File: config.mk
export PLATFORM = sky130hd
export DESIGN_NAME = board_io_core
export DESIGN_NICKNAME = d
export VERILOG_FILES = /design/src/rtl/board_io_pkg.sv /design/src/rtl/board_io_tick_gen.sv /design/src/rtl/board_io_core.sv
export SDC_FILE = /design/constraint.sdc
export NUM_CORES = 1
export LEC_CHECK = 0
export ABC_AREA = 1
export CAP_MARGIN = 10
export CORE_MARGIN = 3
export CORE_UTILIZATION = 55
export DETAILED_ROUTE_END_ITERATION = 10
export DONT_BUFFER_PORTS = 1
export PLACE_DENSITY = 0.7
export SYNTH_ARGS = -nofsm -noshare
export SYNTH_HDL_FRONTEND = slang
export SYNTH_HIERARCHICAL = 1
export SYNTH_SLANG_ARGS = --single-unit
File: constraint.sdc
create_clock -name clk_50mhz -period 2.1 [get_ports clk_50mhz]
set_input_delay 0.315 -clock clk_50mhz [delete_from_list [all_inputs] [get_ports clk_50mhz]]
set_output_delay 0.315 -clock clk_50mhz [all_outputs]
set_load 0.01 [all_outputs]
File: src/rtl/board_io_pkg.sv
// ----------------------------------------------------------------------------
// board_io_pkg
// Shared constants for the board I/O front end: display/key counts, debounce
// history depth, the common-anode 7-segment hex font and the tick divisor
// helper used by every rate generator.
// ----------------------------------------------------------------------------
package board_io_pkg;

    localparam int NUM_DIGITS     = 6;
    localparam int NUM_KEYS       = 8;
    localparam int DEBOUNCE_DEPTH = 3;

    // Active-low segments, bit0..6 = a..g, bit7 = dp (kept dark).
    localparam logic [7:0] SEG_FONT [16] = '{
        8'hC0, 8'hF9, 8'hA4, 8'hB0, 8'h99, 8'h92, 8'h82, 8'hF8,
        8'h80, 8'h90, 8'h88, 8'h83, 8'hC6, 8'hA1, 8'h86, 8'h8E
    };

    // Number of clk cycles between two ticks of the given rate.
    function automatic int divisor(input int clk_hz, input int rate);
        return clk_hz / rate;
    endfunction

endpackage

File: src/rtl/board_io_tick_gen.sv
// ----------------------------------------------------------------------------
// tick_gen
// Free-running divider producing a one-cycle clock enable at RATE Hz.
// Ports:
//   clk_50mhz  in   system clock
//   rst_       in   synchronous active-low reset
//   tick       out  high for one clk when the counter reaches N-1
// ----------------------------------------------------------------------------
module tick_gen
    import board_io_pkg::*;
#(
    parameter int CLK_HZ = 50_000_000,
    parameter int RATE   = 1
) (
    input  logic clk_50mhz,
    input  logic rst_,
    output logic tick
);

    localparam int N = divisor(CLK_HZ, RATE);
    localparam int W = (N > 2) ? $clog2(N) : 1;

    logic [W-1:0] r_cnt;
    logic         w_last;

    assign w_last = (r_cnt == W'(N - 1));
    assign tick   = w_last;

    always_ff @(posedge clk_50mhz) begin
        if (!rst_) begin
            r_cnt <= '0;
        end else if (w_last) begin
            r_cnt <= '0;
        end else begin
            r_cnt <= r_cnt + W'(1);
        end
    end

endmodule

File: src/rtl/board_io_core.sv
// ----------------------------------------------------------------------------
// board_io_core
// Board I/O front end: rate ticks, eight-key debouncer and a 6-digit
// multiplexed common-anode 7-segment driver, all on a single clock.
// Ports:
//   clk_50mhz  in   system clock (only clock)
//   rst_       in   synchronous active-low reset
//   key        in   raw pushbuttons, active-low, asynchronous
//   bcd_data   in   24-bit value, nibble i shown on digit i
//   key_level  out  debounced key state, active-high
//   key_rise   out  one-clk pulse on a debounced press
//   tick_sec   out  one-clk pulse at SEC_HZ
//   seg_data   out  active-low segments, dp always off
//   seg_cs     out  active-low one-hot digit select
// ----------------------------------------------------------------------------
module board_io_core
    import board_io_pkg::*;
#(
    parameter int CLK_HZ  = 50_000_000,
    parameter int SCAN_HZ = 517,
    parameter int KEY_HZ  = 142,
    parameter int SEC_HZ  = 1
) (
    input  logic                  clk_50mhz,
    input  logic                  rst_,
    input  logic [NUM_KEYS-1:0]   key,
    input  logic [23:0]           bcd_data,
    output logic [NUM_KEYS-1:0]   key_level,
    output logic [NUM_KEYS-1:0]   key_rise,
    output logic                  tick_sec,
    output logic [7:0]            seg_data,
    output logic [NUM_DIGITS-1:0] seg_cs
);

    logic w_tick_scan;
    logic w_tick_key;
    logic w_tick_sec;

    tick_gen #(.CLK_HZ(CLK_HZ), .RATE(SCAN_HZ)) u_tick_scan (
        .clk_50mhz (clk_50mhz),
        .rst_      (rst_),
        .tick      (w_tick_scan)
    );

    tick_gen #(.CLK_HZ(CLK_HZ), .RATE(KEY_HZ)) u_tick_key (
        .clk_50mhz (clk_50mhz),
        .rst_      (rst_),
        .tick      (w_tick_key)
    );

    tick_gen #(.CLK_HZ(CLK_HZ), .RATE(SEC_HZ)) u_tick_sec (
        .clk_50mhz (clk_50mhz),
        .rst_      (rst_),
        .tick      (w_tick_sec)
    );

    assign tick_sec = w_tick_sec;

    // Two-flop synchronizer; reset to all-ones so keys read as released.
    logic [NUM_KEYS-1:0] r_sync1;
    logic [NUM_KEYS-1:0] r_sync2;
    logic [NUM_KEYS-1:0] w_key_act;

    always_ff @(posedge clk_50mhz) begin
        if (!rst_) begin
            r_sync1 <= '1;
            r_sync2 <= '1;
        end else begin
            r_sync1 <= key;
            r_sync2 <= r_sync1;
        end
    end

    assign w_key_act = ~r_sync2;

    // Level only changes on a unanimous history, so any bounce shorter than
    // the history depth leaves it untouched. The rise pulse is registered in
    // the same edge that sets the level.
    for (genvar g = 0; g < NUM_KEYS; g++) begin : g_key
        logic [DEBOUNCE_DEPTH-1:0] r_hist;
        logic                      r_level;
        logic                      r_rise;

        always_ff @(posedge clk_50mhz) begin
            if (!rst_) begin
                r_hist  <= '0;
                r_level <= 1'b0;
                r_rise  <= 1'b0;
            end else begin
                if (w_tick_key) begin
                    r_hist <= {r_hist[DEBOUNCE_DEPTH-2:0], w_key_act[g]};
                end
                if (r_hist == '1) begin
                    r_level <= 1'b1;
                end else if (r_hist == '0) begin
                    r_level <= 1'b0;
                end
                r_rise <= (r_hist == '1) && !r_level;
            end
        end

        assign key_level[g] = r_level;
        assign key_rise[g]  = r_rise;
    end

    // Display scan: bcd_data is only looked at on the scan tick.
    logic [2:0]            r_digit;
    logic [NUM_DIGITS-1:0] r_seg_cs;
    logic [7:0]            r_seg_data;
    logic [3:0]            w_nibble;

    assign w_nibble = bcd_data[{r_digit, 2'b00} +: 4];

    always_ff @(posedge clk_50mhz) begin
        if (!rst_) begin
            r_digit    <= '0;
            r_seg_cs   <= '1;
            r_seg_data <= 8'hFF;
        end else if (w_tick_scan) begin
            r_seg_cs   <= ~(NUM_DIGITS'(1) << r_digit);
            r_seg_data <= SEG_FONT[w_nibble];
            r_digit    <= (r_digit == 3'(NUM_DIGITS - 1)) ? 3'd0 : r_digit + 3'd1;
        end
    end

    assign seg_cs   = r_seg_cs;
    assign seg_data = r_seg_data;

endmodule

======== Word-level counts from Yosys, hierarchy flattened ========
Memories as Yosys holds them, arrays and structs flattened. A register that Yosys moved wholly into a read port is not among the register bits.
Index checks and enable logic that the tools add are counted.
storage, ports and cells
  logic and storage cells ................. 107
  memories kept ........................... 1
  bits in registers ....................... 127
  ROM bits ................................ 128
  output and inout port bits .............. 31
  input port bits ......................... 34
operators by class
  equality and inequality tests ........... 12
  add/sub/neg operators ................... 4
  bitwise gates (word level) .............. 4
  reductions and logical operators ........ 36
  multiplexer cells ....................... 17
  shift-type cells ........................ 2
memories
  memory            words  width  rd ports  clocked after Yosys merged registers in  write ports  RTL line              source
  (name not given)  16     8      1         1                                        0            board_io_core.sv:121  r_seg_data <= SEG_FONT[w_nibble];
operators with widths
  operator                                          number
  equality test 3 bit (second input constant)       9
  adder 26 x 1 -> 26 bit (second input constant)    1
  equality test 26 bit (second input constant)      1
  logical NOT 3 bit                                 8
  indexed part select 24 x 6 -> 4 bit               1
  adder 19 x 1 -> 19 bit (second input constant)    1
  equality test 19 bit (second input constant)      1
  adder 17 x 1 -> 17 bit (second input constant)    1
  equality test 17 bit (second input constant)      1
  2-to-1 mux 1 bit                                  16
  nonzero test 2 bit                                8
  logical NOT 1 bit                                 9
  logical AND 1 bit                                 8
  NOT 8 bit                                         1
  NOT 6 bit                                         1
  OR reduction 2 bit                                3
  << shifter 1 x 3 -> 6 bit (first input constant)  1
  NOT 4 -> 5 bit                                    1
  adder 3 x 1 -> 3 bit (second input constant)      1
  2-to-1 mux 3 bit                                  1
  NOT 1 bit                                         1

======== Longest topological paths before layout ========
  word-level depth ........................ 3
  depth in mapped cells ................... 15
  mapped depth without buffers ............ 14

======== By module ========
Netlist, hierarchy kept.
by module, submodules not included
  module                  times used  seq. area each (um2)  area an instance (um2)  cells an instance
  board_io_core           1           1,441.4               3,057.9                 385
  tick_gen (u_tick_sec)   1           520.5                 1,396.3                 212
  tick_gen (u_tick_key)   1           380.4                 1,001.0                 140
  tick_gen (u_tick_scan)  1           340.3                 918.4                   144

======== Worst setup path after synthesis ========
OpenSTA, ideal clock, no wires.
  kind .................................... reg2reg
  start point ............................. register u_tick_scan.r_cnt[0]
  end point ............................... register r_digit[1]
  required time ........................... 1.980 ns
  slack ................................... 0.434 ns
  period minus slack after synthesis ...... 1.666 ns
  setup time .............................. 0.120 ns
  stages on the path, launching flop included .. 11
  data arrival time ....................... 1.546 ns
  buffers on the path ..................... 1
  cell sequence ........................... dfxtp_1 inv_1 ha_1 nand2_1 nor2_1 nand2_1 nor2_1 clkbuf_1 o21ai_0 o21ai_0 a21oi_1
on the way
  word-level cells in the longest chain between the ends .. 1
RTL lines
  item                    RTL line                 source
  from (decl)             board_io_tick_gen.sv:23  logic [W-1:0] r_cnt;
  from (signal assigned)  board_io_tick_gen.sv:35  r_cnt <= r_cnt + W'(1);
  equality test 17 bit    board_io_tick_gen.sv:26  assign w_last = (r_cnt == W'(N - 1));
  named net w_tick_scan   board_io_core.sv:35      logic w_tick_scan;
  to (signal assigned)    board_io_core.sv:122     r_digit <= (r_digit == 3'(NUM_DIGITS - 1)) ? 3'd0 : r_digit + 3'd1;
  to (decl)               board_io_core.sv:107     logic [2:0] r_digit;
The timed path passes the listed nets, and every way through them passes these cells.
A chain may end at the register's enable or synchronous reset.

======== Worst setup path in the final report ========
  start point ............................. register u_tick_sec.r_cnt[1]
  end point ............................... output tick_sec
on the way
  word-level cells in the longest chain between the ends .. 1
RTL lines
  item                    RTL line                 source
  from (decl)             board_io_tick_gen.sv:23
  from (signal assigned)  board_io_tick_gen.sv:35
  equality test 26 bit    board_io_tick_gen.sv:26
  to (decl)               board_io_core.sv:30      output logic tick_sec,
Every way passes these cells.

==> flow_summary.ini <==
[outcome]
status = finished clean

[setup_path]
r2r_setup_slack_ns = 0.25
path_cells = ha_4, nand2_2, nor2_4, nand2_4, inv_1, nand2_1, nor4_2, buf_4
worstSetupPathType = reg2out
critPathSlowestCell = dfxtp_2
timing.rr.end = g_key[1].r_hist[1]$_SDFFE_PN0P_
worstPathArrival_ns = 1.66
cpPeakStageDelay_ns = 0.35
cp.required_ns = 1.78
rr_worst_depth = 8
cp-start-kind = register
worstPathMaxFanout = 3
worstReg2RegStart = u_tick_key/r_cnt[0]$_SDFF_PP0_
end_kind = output port

[place]
hpwl_um = 8870
dpl_cell_area_sq_um = 6330
gp_congestion = 0.907
place.port_buffers = 0

[clock_network]
clkTransAtPathRegs_ns = 0.05
cts_buffer_depth = 2
root_buffer = clkbuf_16
cts.sinks = 134
cts_tree = built
cts_buffers = 17
insertion_delay_ns = 0.41
cts_max_level = 4

[yosys]
syn_avg_cell_area_sq_um = 7.23
yosysSeqAreaShare = 0.421
netlist_area_sq_um = 6370
async_flop_share = 0
synth_cell_types = 37
synth_fp_nets = 926
yosysTopAreaCell = dfxtp_1
synth_top_area_frac = 0.421
synth.area.top_cells = dfxtp_1 (42%), nand2_1 (12%), nor2_1 (8.6%)
ys.flop_type = dfxtp_1
synth_cells = 881
yosysWarnings = 6
synth_edf_count = 0
synth-seq-cells = 134

[die]
ios = 65
dieArea_sq_um = 12900
die_x_um = 114
die_h_um = 114
rows = 38
initial_utilization = 0.575
core-area_sq_um = 11100

[grt]
grt_usage = 0.204
grt_max_degree = 45
antenna_found_initial = 1
first_global_vias = 4677
grt_pass1_wl_um = 21500
grt_overflow = 0

[finish]
num-nets-final = 928
layout_commonest_cell = nand2_1
utilization = 0.640
syn_to_final_growth_pct = 11.2
fin_area_sq_um = 7090
final_cell_mix = nand2_1 (209), nor2_1 (145), dfxtp_1 (131)
drive_gt1_frac = 0.135

[sta]
maxSlewViolCount = 0
post-route-period-util = 0.939
fin_crit_ns = 1.97
relSlewSlack = 0.571
setup_viol = 0
clock_skew_ns = 0.00555
hold_viol = 0
whs_ns = 0.0186
max_freq_mhz = 507
tightest_slew_ns = 0.642

[job]
cap_violations = 0

[routing]
vias = 5256
dr.first_iter.drc_count = 364
ant_nets = 0
routed.top_layer = met4
routed_wl_um = 12600
drt-met1-wl_um = 6230
wl_met3_um = 732
route.detailed.wl_per_inst_um = 12.2
route.met2.wl_um = 5430
routed_via_density = 5.08
drt_first_pass_iters = 5
drcViolationCount = 0

[pwr]
p_leak_nw = 2.73
vdd.ir_drop.worst_v = 0.000917
cellPowerDensity_nw_per_um2 = 815
finalPower_w = 0.00577

[min_path]
hold_path_end = r_sync1[6]$_SDFF_PN1_
min_from = key[6]
worstHoldPathType = in2reg
hold_depth = 1
registers in the layout, summed over array words and instances, names as in the netlist, 8 cells and up:
name,flops
g_key.r_level,8
u_tick_key/r_cnt,19
r_sync2,8
u_tick_sec/r_cnt,26
g_key.r_hist,24
u_tick_scan/r_cnt,17
r_sync1,8
g_key.r_rise,8
Yosys cell counts, types with 2 or more instances:
library cell and instances:
a211oi_1 8, a21oi_1 41, and2_1 3, buf_4 18, buf_6 8, clkbuf_1 11, dfxtp_1 134, ha_1 11
inv_1 70, inv_2 5, nand2_1 209, nand2_2 15, nand2_4 4, nand3_1 54, nand3_2 4, nand4_1 9
nor2_1 146, nor2_2 18, nor2_4 3, nor3_1 16, nor3_2 2, o21ai_0 35, or2_0 2, or2_2 18
xnor2_1 19, xor2_1 7
power breakdown:
group / leakage [nW] / switching (W) / internal (W)
combinational: 1.35 / 0.0000955 / 0.0000668
clock: 0.290 / 0.00105 / 0.00197
sequential: 1.09 / 0.0000190 / 0.00257
layer usage:
layer | track usage | vias up
met2 | 0.304 | 130
met4 | 0.0713 | 0
met3 | 0.0610 | 15
met1 | 0.281 | 2338
met5 | 0 | -
li1 | - | 2773
how the worst max path moves through the flow:
| stage | from | end | slack, ns | depth (start not counted) |
|---|---|---|---|---|
| after floorplan | u_tick_scan/r_cnt[0]$_SDFF_PP0_ | r_digit[1]$_SDFFE_PN0P_ | 0.43 | 10 |
| after global placement | r_digit[0]$_SDFFE_PN0P_ | seg_data[3]$_SDFFE_PN1P_ | 0.21 | 13 |
| after detailed placement | r_digit[0]$_SDFFE_PN0P_ | seg_data[4]$_SDFFE_PN1P_ | 0.12 | 11 |
| after CTS | u_tick_sec/r_cnt[0]$_SDFF_PP0_ | tick_sec | 0.01 | 8 |
| after global routing | r_digit[2]$_SDFFE_PN0P_ | seg_data[3]$_SDFFE_PN1P_ | -0.005 | 13 |
| final | u_tick_sec/r_cnt[1]$_SDFF_PP0_ | tick_sec | 0.13 | 8 |
cell type report:
cell class | instances | area, sq um
clock buffers | 22 | 484
fillers | 928 | 3990
diodes | 1 | 2.50
clock inverters | 8 | 123
well taps | 140 | 175
inverters | 76 | 288
multi-input cells | 633 | 3150
repair buffers | 21 | 178
flip-flops and latches | 134 | 2690
critical path, delay by kind of cell (launching register included):
family,cells,cell delay [ns]
buf+inv,2,0.21
simple gates,5,0.54
flops,1,0.35
fa+ha+maj,1,0.14
repair_timing:
| item | 4_1_cts | 5_1_grt |
|---|---|---|
| gates resized for setup | 0 | 10 |
| endpoints found under the hold margin | 9 | 0 |
| hold buffers | 8 | 0 |
| cloned | 0 | 0 |
| pin swaps | 1 | 4 |
| setup endpoints to repair | 1 | 7 |
| setup buffers | 1 | 3 |
cells by family (layout without fill, tap and decap cells):
logic type | after synthesis | in the layout | share of synthesized area
compound gates | 89 | 89 | 0.0772
simple gates | 506 | 506 | 0.354
xor+xnor | 26 | 26 | 0.0357
buf+inv | 114 | 127 | 0.0897
other cells | 1 | 2 | 0.000588
flops | 134 | 134 | 0.421
fa+ha+maj | 11 | 11 | 0.0216
per-stage QoR:
| stage | std cells | setup slack [ns] | setup TNS [ns] |
|---|---|---|---|
| 2_1_floorplan | 881 | 0.434 | 0 |
| 3_3_place_gp | 992 | 0.212 | 0 |
| 3_5_place_dp | 992 | 0.119 | 0 |
| 4_1_cts | 1031 | 0.0149 | 0 |
| 5_1_grt | 1035 | -0.00516 | -0.00516 |
| 6_report | 1035 | 0.128 | 0 |
Note: power is estimated with default switching activity, not from simulation.
